File: config.mk
export PLATFORM = sky130hd
export DESIGN_NAME = game_collision_detector_flat
export DESIGN_NICKNAME = d
export VERILOG_FILES = /design/src/rtl/game_collision_detector_if.sv /design/src/rtl/game_collision_detector.sv /design/src/flat_wrapper.sv
export SDC_FILE = /design/constraint.sdc
export NUM_CORES = 1
export LEC_CHECK = 0
export BUFFER_PORTS_ARGS = -buffer_cell sky130_fd_sc_hd__buf_2
export CORE_AREA = 2 2 39 41
export CTS_CLUSTER_DIAMETER = 100
export CTS_CLUSTER_SIZE = 25
export DETAILED_ROUTE_END_ITERATION = 8
export DIE_AREA = 0 0 41 43
export PLACE_DENSITY = 0.57
export SLEW_MARGIN = 20
export SYNTH_ARGS = -nofsm -noshare
export SYNTH_HDL_FRONTEND = slang
export SYNTH_SLANG_ARGS = --single-unit
File: constraint.sdc
create_clock -name clk -period 2.42 [get_ports clk]
set_input_delay 0.605 -clock clk [delete_from_list [all_inputs] [get_ports clk]]
set_output_delay 0.605 -clock clk [all_outputs]
set_load 0.03 [all_outputs]
File: src/rtl/game_collision_detector_if.sv
// Pixel-enable inputs and frame-stable collision results of game_collision_detector.
// master = renderer/FSM side, slave = detector side.
interface game_collision_detector_if;
  logic       frame_start;
  logic       display_on;
  logic [2:0] target_rgb_en;
  logic       bullet_rgb_en;
  logic       spaceship_rgb_en;
  logic       clear;
  logic       collision;
  logic       collision_bullet;
  logic [2:0] bullet_hit_mask;
  logic       result_valid;

  modport master (
    output frame_start, display_on, target_rgb_en, bullet_rgb_en, spaceship_rgb_en, clear,
    input  collision, collision_bullet, bullet_hit_mask, result_valid
  );

  modport slave (
    input  frame_start, display_on, target_rgb_en, bullet_rgb_en, spaceship_rgb_en, clear,
    output collision, collision_bullet, bullet_hit_mask, result_valid
  );
endinterface

File: src/rtl/game_collision_detector.sv
// Per-frame sprite overlap counter publishing collision levels at each frame boundary.
// GAME_COLLISION_THRESHOLD_EN selects CNT_W-bit counters vs MIN_PIXELS; otherwise 1-bit sticky flags.
//
//   state      | meaning
//   WAIT_FRAME | after reset/clear, pixels ignored until the first frame_start
//   ACCUM      | counting overlap pixels of the current frame
module game_collision_detector #(
  parameter int MIN_PIXELS = 4,
  parameter int CNT_W      = 8
) (
  input logic clk,
  input logic rst,
  game_collision_detector_if.slave bus
);

`ifdef GAME_COLLISION_THRESHOLD_EN
  localparam bit THRESH_EN = 1'b1;
`else
  localparam bit THRESH_EN = 1'b0;
`endif

  // Sticky mode is a saturating counter of width 1 with threshold 1.
  localparam int CW = THRESH_EN ? CNT_W : 1;
  localparam int TH = THRESH_EN ? MIN_PIXELS : 1;
  localparam logic [CW-1:0] TH_V    = CW'(TH);
  localparam logic [CW-1:0] CNT_MAX = '1;

  typedef enum logic [0:0] {WAIT_FRAME, ACCUM} state_t;

  state_t        state;
  logic [CW-1:0] ship_cnt;
  logic [CW-1:0] bul_cnt [3];
  logic          ship_hit;
  logic [2:0]    bul_hit;
  logic          ship_over;
  logic [2:0]    bul_over;

  logic          collision_q;
  logic          collision_bullet_q;
  logic [2:0]    bullet_hit_mask_q;
  logic          result_valid_q;

  assign ship_hit = bus.display_on & bus.spaceship_rgb_en & (|bus.target_rgb_en);
  assign bul_hit  = {3{bus.display_on & bus.bullet_rgb_en}} & bus.target_rgb_en;

  always_comb begin
    ship_over = (ship_cnt >= TH_V);
    bul_over  = '0;
    for (int i = 0; i < 3; i++) bul_over[i] = (bul_cnt[i] >= TH_V);
  end

  function automatic logic [CW-1:0] sat_inc(input logic [CW-1:0] c, input logic hit);
    if (hit && (c != CNT_MAX)) return c + CW'(1);
    return c;
  endfunction

  always_ff @(posedge clk or posedge rst) begin
    if (rst) begin
      state              <= WAIT_FRAME;
      ship_cnt           <= '0;
      for (int i = 0; i < 3; i++) bul_cnt[i] <= '0;
      collision_q        <= 1'b0;
      collision_bullet_q <= 1'b0;
      bullet_hit_mask_q  <= 3'b000;
      result_valid_q     <= 1'b0;
    end else begin
      result_valid_q <= 1'b0;
      if (bus.clear) begin
        state              <= WAIT_FRAME;
        ship_cnt           <= '0;
        for (int i = 0; i < 3; i++) bul_cnt[i] <= '0;
        collision_q        <= 1'b0;
        collision_bullet_q <= 1'b0;
        bullet_hit_mask_q  <= 3'b000;
      end else if (state == WAIT_FRAME) begin
        if (bus.frame_start) begin
          state    <= ACCUM;
          ship_cnt <= CW'(ship_hit);
          for (int i = 0; i < 3; i++) bul_cnt[i] <= CW'(bul_hit[i]);
        end
      end else if (bus.frame_start) begin
        // The frame_start pixel is the first pixel of the new frame.
        collision_q        <= ship_over;
        bullet_hit_mask_q  <= bul_over;
        collision_bullet_q <= |bul_over;
        result_valid_q     <= 1'b1;
        ship_cnt           <= CW'(ship_hit);
        for (int i = 0; i < 3; i++) bul_cnt[i] <= CW'(bul_hit[i]);
      end else begin
        ship_cnt <= sat_inc(ship_cnt, ship_hit);
        for (int i = 0; i < 3; i++) bul_cnt[i] <= sat_inc(bul_cnt[i], bul_hit[i]);
      end
    end
  end

  assign bus.collision        = collision_q;
  assign bus.collision_bullet = collision_bullet_q;
  assign bus.bullet_hit_mask  = bullet_hit_mask_q;
  assign bus.result_valid     = result_valid_q;

endmodule

File: src/flat_wrapper.sv
// flat-port wrapper written by rule: the top's interface ports become plain ports
module game_collision_detector_flat 
#(
  parameter int MIN_PIXELS = 4,
  parameter int CNT_W      = 8
)
  (clk, rst, bus_frame_start, bus_display_on, bus_target_rgb_en, bus_bullet_rgb_en, bus_spaceship_rgb_en, bus_clear, bus_collision, bus_collision_bullet, bus_bullet_hit_mask, bus_result_valid);
  game_collision_detector_if bus_i ();
  input logic clk;
  input logic rst;
  input wire logic [$bits(bus_i.frame_start)-1:0] bus_frame_start;
  input wire logic [$bits(bus_i.display_on)-1:0] bus_display_on;
  input wire logic [$bits(bus_i.target_rgb_en)-1:0] bus_target_rgb_en;
  input wire logic [$bits(bus_i.bullet_rgb_en)-1:0] bus_bullet_rgb_en;
  input wire logic [$bits(bus_i.spaceship_rgb_en)-1:0] bus_spaceship_rgb_en;
  input wire logic [$bits(bus_i.clear)-1:0] bus_clear;
  output wire logic [$bits(bus_i.collision)-1:0] bus_collision;
  output wire logic [$bits(bus_i.collision_bullet)-1:0] bus_collision_bullet;
  output wire logic [$bits(bus_i.bullet_hit_mask)-1:0] bus_bullet_hit_mask;
  output wire logic [$bits(bus_i.result_valid)-1:0] bus_result_valid;
  assign bus_i.frame_start = bus_frame_start;
  assign bus_i.display_on = bus_display_on;
  assign bus_i.target_rgb_en = bus_target_rgb_en;
  assign bus_i.bullet_rgb_en = bus_bullet_rgb_en;
  assign bus_i.spaceship_rgb_en = bus_spaceship_rgb_en;
  assign bus_i.clear = bus_clear;
  assign bus_collision = bus_i.collision;
  assign bus_collision_bullet = bus_i.collision_bullet;
  assign bus_bullet_hit_mask = bus_i.bullet_hit_mask;
  assign bus_result_valid = bus_i.result_valid;
  game_collision_detector #(.MIN_PIXELS(MIN_PIXELS), .CNT_W(CNT_W)) u_core (.clk(clk), .rst(rst), .bus(bus_i));
endmodule
Yosys cells after proc, flatten, opt, wreduce, memory -nomap -nowiden
Cells that the tools add are included.
{"block": "word_totals", "reg_bits": 11, "inputBits": 10, "wordCells": 89}
{"block": "classes", "bitwise_logic": 8, "muxes": 46, "reduce_logical": 18, "add_sub_neg": 4, "magnitude_cmp": 4}
{"cell": "2-to-1 mux 1 bit", "count": 39}
{"cell": "2-to-1 mux 3 bit", "count": 7}
{"cell": "nonzero test 3 bit", "count": 5}
{"cell": "AND reduction 2 bit", "count": 5}
{"cell": "OR reduction 3 bit", "count": 2}
{"cell": "adder 1 bit, second input constant", "count": 4}
{"cell": ">= comparator 1 bit, second input constant", "count": 4}
{"cell": "logical AND 1 bit", "count": 4}
{"cell": "NOT 1 bit", "count": 4}
{"cell": "nonzero test 2 bit", "count": 2}
{"cell": "bitwise AND 1 bit", "count": 3}
{"cell": "bitwise AND 3 bit", "count": 1}

Longest topological paths before layout
Gate-level depths: netlist (run 1).
{"block": "logic_depth", "depth_word": 11, "ltp_mapped": 4}

Worst setup path before layout (run 1)
No wires, ideal clock.
{"block": "synth_path", "path_kind": "in2reg", "start": "input bus_frame_start", "end": "register u_core.ship_cnt", "t_arrival_ns": 1.122, "t_required_ns": 2.347, "path_slack_ns": 1.225, "setup_ns": 0.073, "path_stages": 3, "cell_sequence": "buf_6 -> or2b_2 -> a21oi_2"}
{"block": "synth_between", "elab_chain_cells": 3}
{"item": "from (decl)", "line_no": "flat_wrapper.sv:11", "text": "input wire logic [$bits(bus_i.frame_start)-1:0] bus_frame_start;"}
{"item": "2-to-1 mux 1 bit", "line_no": "game_collision_detector.sv:81", "text": "end else if (bus.frame_start) begin"}
{"item": "2-to-1 mux 1 bit", "line_no": "game_collision_detector.sv:75", "text": "end else if (state == WAIT_FRAME) begin"}
{"item": "2-to-1 mux 1 bit", "line_no": "game_collision_detector.sv:68", "text": "if (bus.clear) begin"}
{"item": "to (signal assigned)", "line_no": "game_collision_detector.sv:78", "text": "ship_cnt <= CW'(ship_hit);"}
{"item": "to (signal assigned)", "line_no": "game_collision_detector.sv:87", "text": "ship_cnt <= CW'(ship_hit);"}
{"item": "to (signal assigned)", "line_no": "game_collision_detector.sv:90", "text": "ship_cnt <= sat_inc(ship_cnt, ship_hit);"}
{"item": "to (decl)", "line_no": "game_collision_detector.sv:31", "text": "logic [CW-1:0] ship_cnt;"}
Several ways; a longest one is shown, not always the timed one.
A chain may end at the register's enable or synchronous reset.

Worst setup path in the final report (run 1)
{"block": "layout_path", "start": "register u_core.collision_bullet_q (netlist: u_core.bus.collision_bullet)", "end": "output bus_collision_bullet"}
{"item": "from (decl)", "line_no": "game_collision_detector.sv:39", "text": "logic collision_bullet_q;"}
{"item": "from (signal assigned)", "line_no": "game_collision_detector.sv:85", "text": "collision_bullet_q <= |bul_over;"}
{"item": "to (decl)", "line_no": "flat_wrapper.sv:18", "text": "output wire logic [$bits(bus_i.collision_bullet)-1:0] bus_collision_bullet;"}
No word-level cell between the ends.

==> results.md, run 1 <==
- Io pins: 16
- Sequential element share of the synthesized area: 0.560
- WS Path Type: reg2out
- Logic pwr share: 0.104
- Critical path depth: 1
- Layout cells sized above 1: 0.323
- Yosys cell types: 16
- Final Max Slew Viols: 0
- Starting Density: 0.355
- Internal power: 266 uW
- WP data required: 1810 ps
- Setup bufs post-CTS: 0
- Max frequency: 0.704 GHz
- Most common cell in the netlist: dfrtp_1
- Synth-to-Final Area Change: 17.3%
- Slowest cell on crit path: dfrtp_1
- Synth Net Count: 59
- CORE AREA: 1380 um^2
- Per-cell routed wire length: 11.3 um
- DRC: 0
- Crit Reg-Reg Endpoint: u_core.ship_cnt
- #FFs+latches synth: 11
- Number of port buffers: 15
- Sw frac: 0.238
- CP max FO: 2
- Antenna violations before repair: 0
- Final setup vio count: 0
- Via count: 384
- DR iter-0 viols: 7
- Status: finished, final reports clean
- Total Power: 350 uW
- Post-synth EDFFs: 0
- CP Capture Type: output port
- Final Hold Vio Count: 0
- WP buf/inv: 1
- Die ar.: 1760 um^2
- CTS root buf: clkbuf_4
- Ant diodes: 0
- Clk_lat worst skew: 260 ps
- H-Tree Depth: 1
- Worst-path cell chain: buf_2
- Avg Vias per Cell: 4.74
- Register-to-register setup slack: 1310 ps
- Worst-path clk slew: 60 ps
- Sequential cell area: 275 um^2
- Nets: 76
- Worst r2r path cells: 3
- Max VDD drop: 0.379 mV
- CTS sink cnt: 11
- P per Cell Area: 606 nW/um^2
- Die Ht: 43 um
- Syn Inst Count: 49
- Routability cong.: 0.734
- Slew margin rel.: 0.720
- Die X: 41 um
- Post-Synthesis Cell Area: 492 um^2
- Gr usage total: 0.140
- Minimum clock period: 1420 ps
- Detail Route Antenna Nets: 0
- Detailed Route WL: 913 um
- Leading area contributor after synthesis: dfrtp_1
- CP startpoint kind: flop
- Synth area leaders: dfrtp_1 56%, a21oi_1 8.1%, buf_6 4.6%
- Yosys warnings: 0
- Critical R2R Launch: u_core.state
- Hold crit path type: in2async
- CTS max path bufs: 2
- Final period util: 0.587
- Sequential power share: 0.555
- Synth top area share: 0.560
- CTS Hold Buffers Added: 0
- Commonest cells post-synth: 11 x dfrtp_1, 8 x a21oi_1, 6 x nand2_1
- Worst EP arrival: 810 ps
- CTS-repair resized insts: 0
- Synth async-reset ratio: 1.00
- Row cnt: 14
- Hold Worst Slack: 321 ps
- Max-Cap Viols: 0
- CTS Buf Count: 3
- Vias in the first global route: 365
- Top FF cell, synth: dfrtp_1
- Total negative slack: 0 ps
- Synth Area per Inst: 10.0 um^2
- # fillers: 147
- Unrepaired setup endpoints after global routing: false
- Largest net degree at the start of global routing: 13
- CTS tree: built
- DR pass1 iterations: 4
- Clock power frac: 0.341
- Overflow after GRT: 0
- Area of the multi-input gates: 176 um^2
- Worst stage delay on the critical path: 380 ps
- NetSw: 83.4 uW
- Wire length of the first global-routing pass: 1590 um
- Leakage: 0.293 nW
- CP top delay family: flip-flops
- Setup Skew: 2.04 ps
- DPL Wire Length: 648 um
- Worst-Margin Slew: 420 ps
## logic make-up after synthesis
group	after synthesis	synth area share
compound gates	10	0.120
buf+inv	4	0.0814
flops	11	0.560
simple gates	24	0.239
## registers in the layout, summed over array words and instances, names as in the netlist
name	count
u_core.bus.bullet_hit_mask	3
u_core.state	1
u_core.bus.collision	1
u_core.ship_cnt	1
u_core.bul_cnt	3
u_core.bus.result_valid	1
u_core.bus.collision_bullet	1
## cells in the final DEF (no fill, tap or decap), drive strengths merged
master,synthesis,layout
nor2,6,6
nand2,6,6
nand3,4,4
clkbuf,1,4
nor2b,3,3
or2b,1,1
or3,1,1
a21oi,9,9
inv,1,1
nor4,1,1
nor3,2,2
dfrtp,11,11
buf,2,15
o211a,1,1
## worst max-delay path by stage
stage / start / end / slack [ps]
5_1_grt: u_core.bus.collision / bus_collision / 940
6_report: u_core.bus.collision_bullet / bus_collision_bullet / 1000
2_1_floorplan: bus_frame_start / u_core.ship_cnt / 1220
3_3_place_gp: bus_frame_start / u_core.ship_cnt / 990
3_5_place_dp: bus_frame_start / u_core.ship_cnt / 980
4_1_cts: u_core.bus.collision_bullet / bus_collision_bullet / 980
## routing by layer
| layer | share of wire | track usage | vias to the layer above |
|---|---|---|---|
| met2 | 0.43 | 0.188 | 14 |
| met1 | 0.47 | 0.179 | 172 |
| met3 | 0.085 | 0.0785 | 2 |
| met4 | 0.013 | 0.0600 | 0 |
| met5 | 0 | 0 | - |
| li1 | - | - | 196 |
## cell type report
class | count | area share
Sequential cell | 11 | 0.477
Multi-Input combinational cell | 34 | 0.306
Timing Repair Buffer | 15 | 0.130
Clock buffer | 4 | 0.0456
Tap cell | 16 | 0.0347
Inverter | 1 | 0.00651
## power groups by stage
stage	clock network [mW]	logic (mW)	registers, mW
CTS	0.126	0.0369	0.194
floorplan	0	0.0252	0.200
finish	0.119	0.0363	0.194
global route	0.139	0.0417	0.195
global placement	0	0.0365	0.198
detailed placement	0	0.0367	0.198
## per-stage QoR
step | std cells | setup slack, ps | cell area [um^2] | utilization
3_3_place_gp | 77 | 995 | 551 | 0.398
4_1_cts | 81 | 985 | 577 | 0.417
2_1_floorplan | 49 | 1220 | 492 | -
3_5_place_dp | 77 | 977 | 551 | 0.398
6_report | 81 | 1000 | 577 | 0.417
5_1_grt | 81 | 942 | 577 | 0.417
Power figures use the tool's default switching activity.
==> inputs of run 2 (changes only) <==
--- a/config.mk
+++ b/config.mk
@@ -5,13 +5,14 @@
 export SDC_FILE = /design/constraint.sdc
 export NUM_CORES = 1
 export LEC_CHECK = 0
+export ABC_AREA = 1
 export BUFFER_PORTS_ARGS = -buffer_cell sky130_fd_sc_hd__buf_2
-export CORE_AREA = 2 2 39 41
+export CORE_MARGIN = 2
+export CORE_UTILIZATION = 43
 export CTS_CLUSTER_DIAMETER = 100
 export CTS_CLUSTER_SIZE = 25
 export DETAILED_ROUTE_END_ITERATION = 8
-export DIE_AREA = 0 0 41 43
-export PLACE_DENSITY = 0.57
+export PLACE_DENSITY = 0.67
 export SLEW_MARGIN = 20
 export SYNTH_ARGS = -nofsm -noshare
 export SYNTH_HDL_FRONTEND = slang
==> constraint.sdc (replaced) <==
create_clock -name clk -period 1.25 [get_ports clk]
set_input_delay 0.3125 -clock clk [delete_from_list [all_inputs] [get_ports clk]]
set_output_delay 0.3125 -clock clk [all_outputs]
set_load 0.03 [all_outputs]
==> results.md, run 2 <==
- CP Capture Type: output port
- Final worst setup slack: 118 ps
- Starting Density: 0.484
- #FFs+latches synth: 11
- # fillers: 111
- Antenna violations before repair: 0
- Layout cells sized above 1: 0.290
- Yosys warnings: 0
- Synth-to-Final Area Change: 21.3%
- Worst-Margin Slew: 420 ps
- CTS Hold Buffers Added: 0
- DR pass1 iterations: 6
- Critical Path Source: u_core.bus.bullet_hit_mask[0]
- Minimum clock period: 1130 ps
- Final Hold Vio Count: 0
- Routability cong.: 0.819
- Highest routed layer: met4
- Die Ht: 40.1 um
- WP data required: 940 ps
- Row cnt: 12
- Wire length of the first global-routing pass: 1890 um
- Synth async-reset ratio: 1.00
- Placed cell area: 652 um^2
- Synth top area share: 0.492
- Worst stage delay on the critical path: 380 ps
- Gr usage total: 0.181
- DRC: 0
- Post-Synthesis Cell Area: 559 um^2
- Util after Layout: 0.587
- Ant diodes: 0
- Clk_lat worst skew: 270 ps
- Total negative slack: 0 ps
- Commonest non-fill, non-tap cells in the layout: 25 x nand2_1, 15 x buf_2, 11 x dfrtp_1
- Total Power: 731 uW
- WP buf/inv: 1
- Most common cell in the netlist: nand2_1
- Status: finished, final reports clean
- Die X: 40.1 um
- CTS max path bufs: 2
- Final Cell Area: 678 um^2
- Max frequency: 0.883 GHz
- Setup Skew: 1.87 ps
- Max-Cap Viols: 0
- Detail Route Antenna Nets: 0
- Final period util: 0.906
- CTS tree: built
- Hold crit path type: in2async
- Via count: 512
- Avg Vias per Cell: 4.79
- Final Max Slew Viols: 0
- Synth area leaders: dfrtp_1 49%, nand2_1 17%, o21ai_1 8.1%
- Top FF cell, synth: dfrtp_1
- H-Tree Depth: 1
- Met1 wire length: 515 um
- Overflow after GRT: 0
- Post-synth EDFFs: 0
- CTS sink cnt: 11
- CTS-repair resized insts: 0
- Slew margin rel.: 0.720
- CORE AREA: 1160 um^2
- Io pins: 16
- CTS Buf Count: 3
- DR iter-0 viols: 10
- Nets: 104
- CP max FO: 2
- Most common cell after layout, fill and taps aside: nand2_1
- DPL Wire Length: 888 um
- Metal3 WL: 54 um
- Synth Net Count: 84
- Post-Place Worst Slack: 208 ps
- Yosys cell types: 13
- Number of port buffers: 15
- Sequential element share of the synthesized area: 0.492
- Worst EP arrival: 820 ps
- Slowest cell on crit path: dfrtp_1
- Leakage: 0.385 nW
- Worst-path clk slew: 70 ps
- WS Path Type: reg2out
- Syn Inst Count: 74
- Worst-path cell chain: buf_2
- Detailed Route WL: 1090 um
- Register-to-register setup slack: 260 ps
- Die ar.: 1610 um^2
- Synth Area per Inst: 7.56 um^2
- CP startpoint kind: flop
- Commonest cells post-synth: 25 x nand2_1, 11 x dfrtp_1, 9 x o21ai_1
- Unrepaired setup endpoints after global routing: false
- Vias in the first global route: 463
- Max VDD drop: 0.719 mV
- Leading area contributor after synthesis: dfrtp_1
- CP top delay family: flip-flops
- Per-cell routed wire length: 10.1 um
- P per Cell Area: 1080 nW/um^2
- Largest net degree at the start of global routing: 12
- CTS root buf: clkbuf_4
- Critical R2R Launch: u_core.state
- Final setup vio count: 0
- Met2 Wirelength: 494 um
- Setup bufs post-CTS: 0
[run 2: cell count changes after synthesis, moves of 5 or more]
cell | previous run | this run
nand2_1 | 6 | 25
inv_1 | 1 | 7
inv_2 | 0 | 5
a21oi_1 | 8 | 2
o21ai_1 | 0 | 9
[run 2: layer usage]
layer / vias up / track usage
li1: 272 / -
met1: 215 / 0.217
met2: 22 / 0.298
met3: 3 / 0.0333
met4: 0 / 0.103
met5: - / 0
[run 2: logic make-up (layout without fill, tap and decap cells)]
logic type / Yosys count / in the layout / synth area share
AO/OA/AOI/OAI: 12 / 12 / 0.107
flip-flops: 11 / 11 / 0.492
buffers and inverters: 12 / 31 / 0.0805
AND/OR/NAND/NOR: 39 / 39 / 0.320
[run 2: area by class of cell]
cell class                      count  area, um^2  share of cell area
Multi-Input combinational cell     51         239               0.352
Inverter                           12        45.0              0.0664
Sequential cell                    11         275               0.406
Clock buffer                        4        26.3              0.0387
Timing Repair Buffer               15        75.1               0.111
Tap cell                           14        17.5              0.0258
[run 2: final timing paths]
| path | end | cells after the start |
|---|---|---|
| min in group clk | u_core.bul_cnt[0] | 2 |
| max in group asynchronous | u_core.bul_cnt[0] | 2 |
| worst max register to register | u_core.ship_cnt | 5 |
| worst min-delay path | u_core.ship_cnt | 2 |
| worst max-delay path | bus_bullet_hit_mask[0] | 1 |
| worst min register to register | u_core.bus.bullet_hit_mask[2] | 2 |
[run 2: metrics by stage]
stage | std cells | hold WS [ps]
2_1_floorplan | 74 | 165
3_3_place_gp | 103 | 329
3_5_place_dp | 103 | 331
4_1_cts | 107 | 43.7
5_1_grt | 107 | 58.6
6_report | 107 | 26.5
[run 2: report_power, final]
group,total (mW),internal [mW],switching [mW]
clock,0.240,0.124,0.117
sequential,0.383,0.371,0.0123
combinational,0.108,0.0377,0.0707
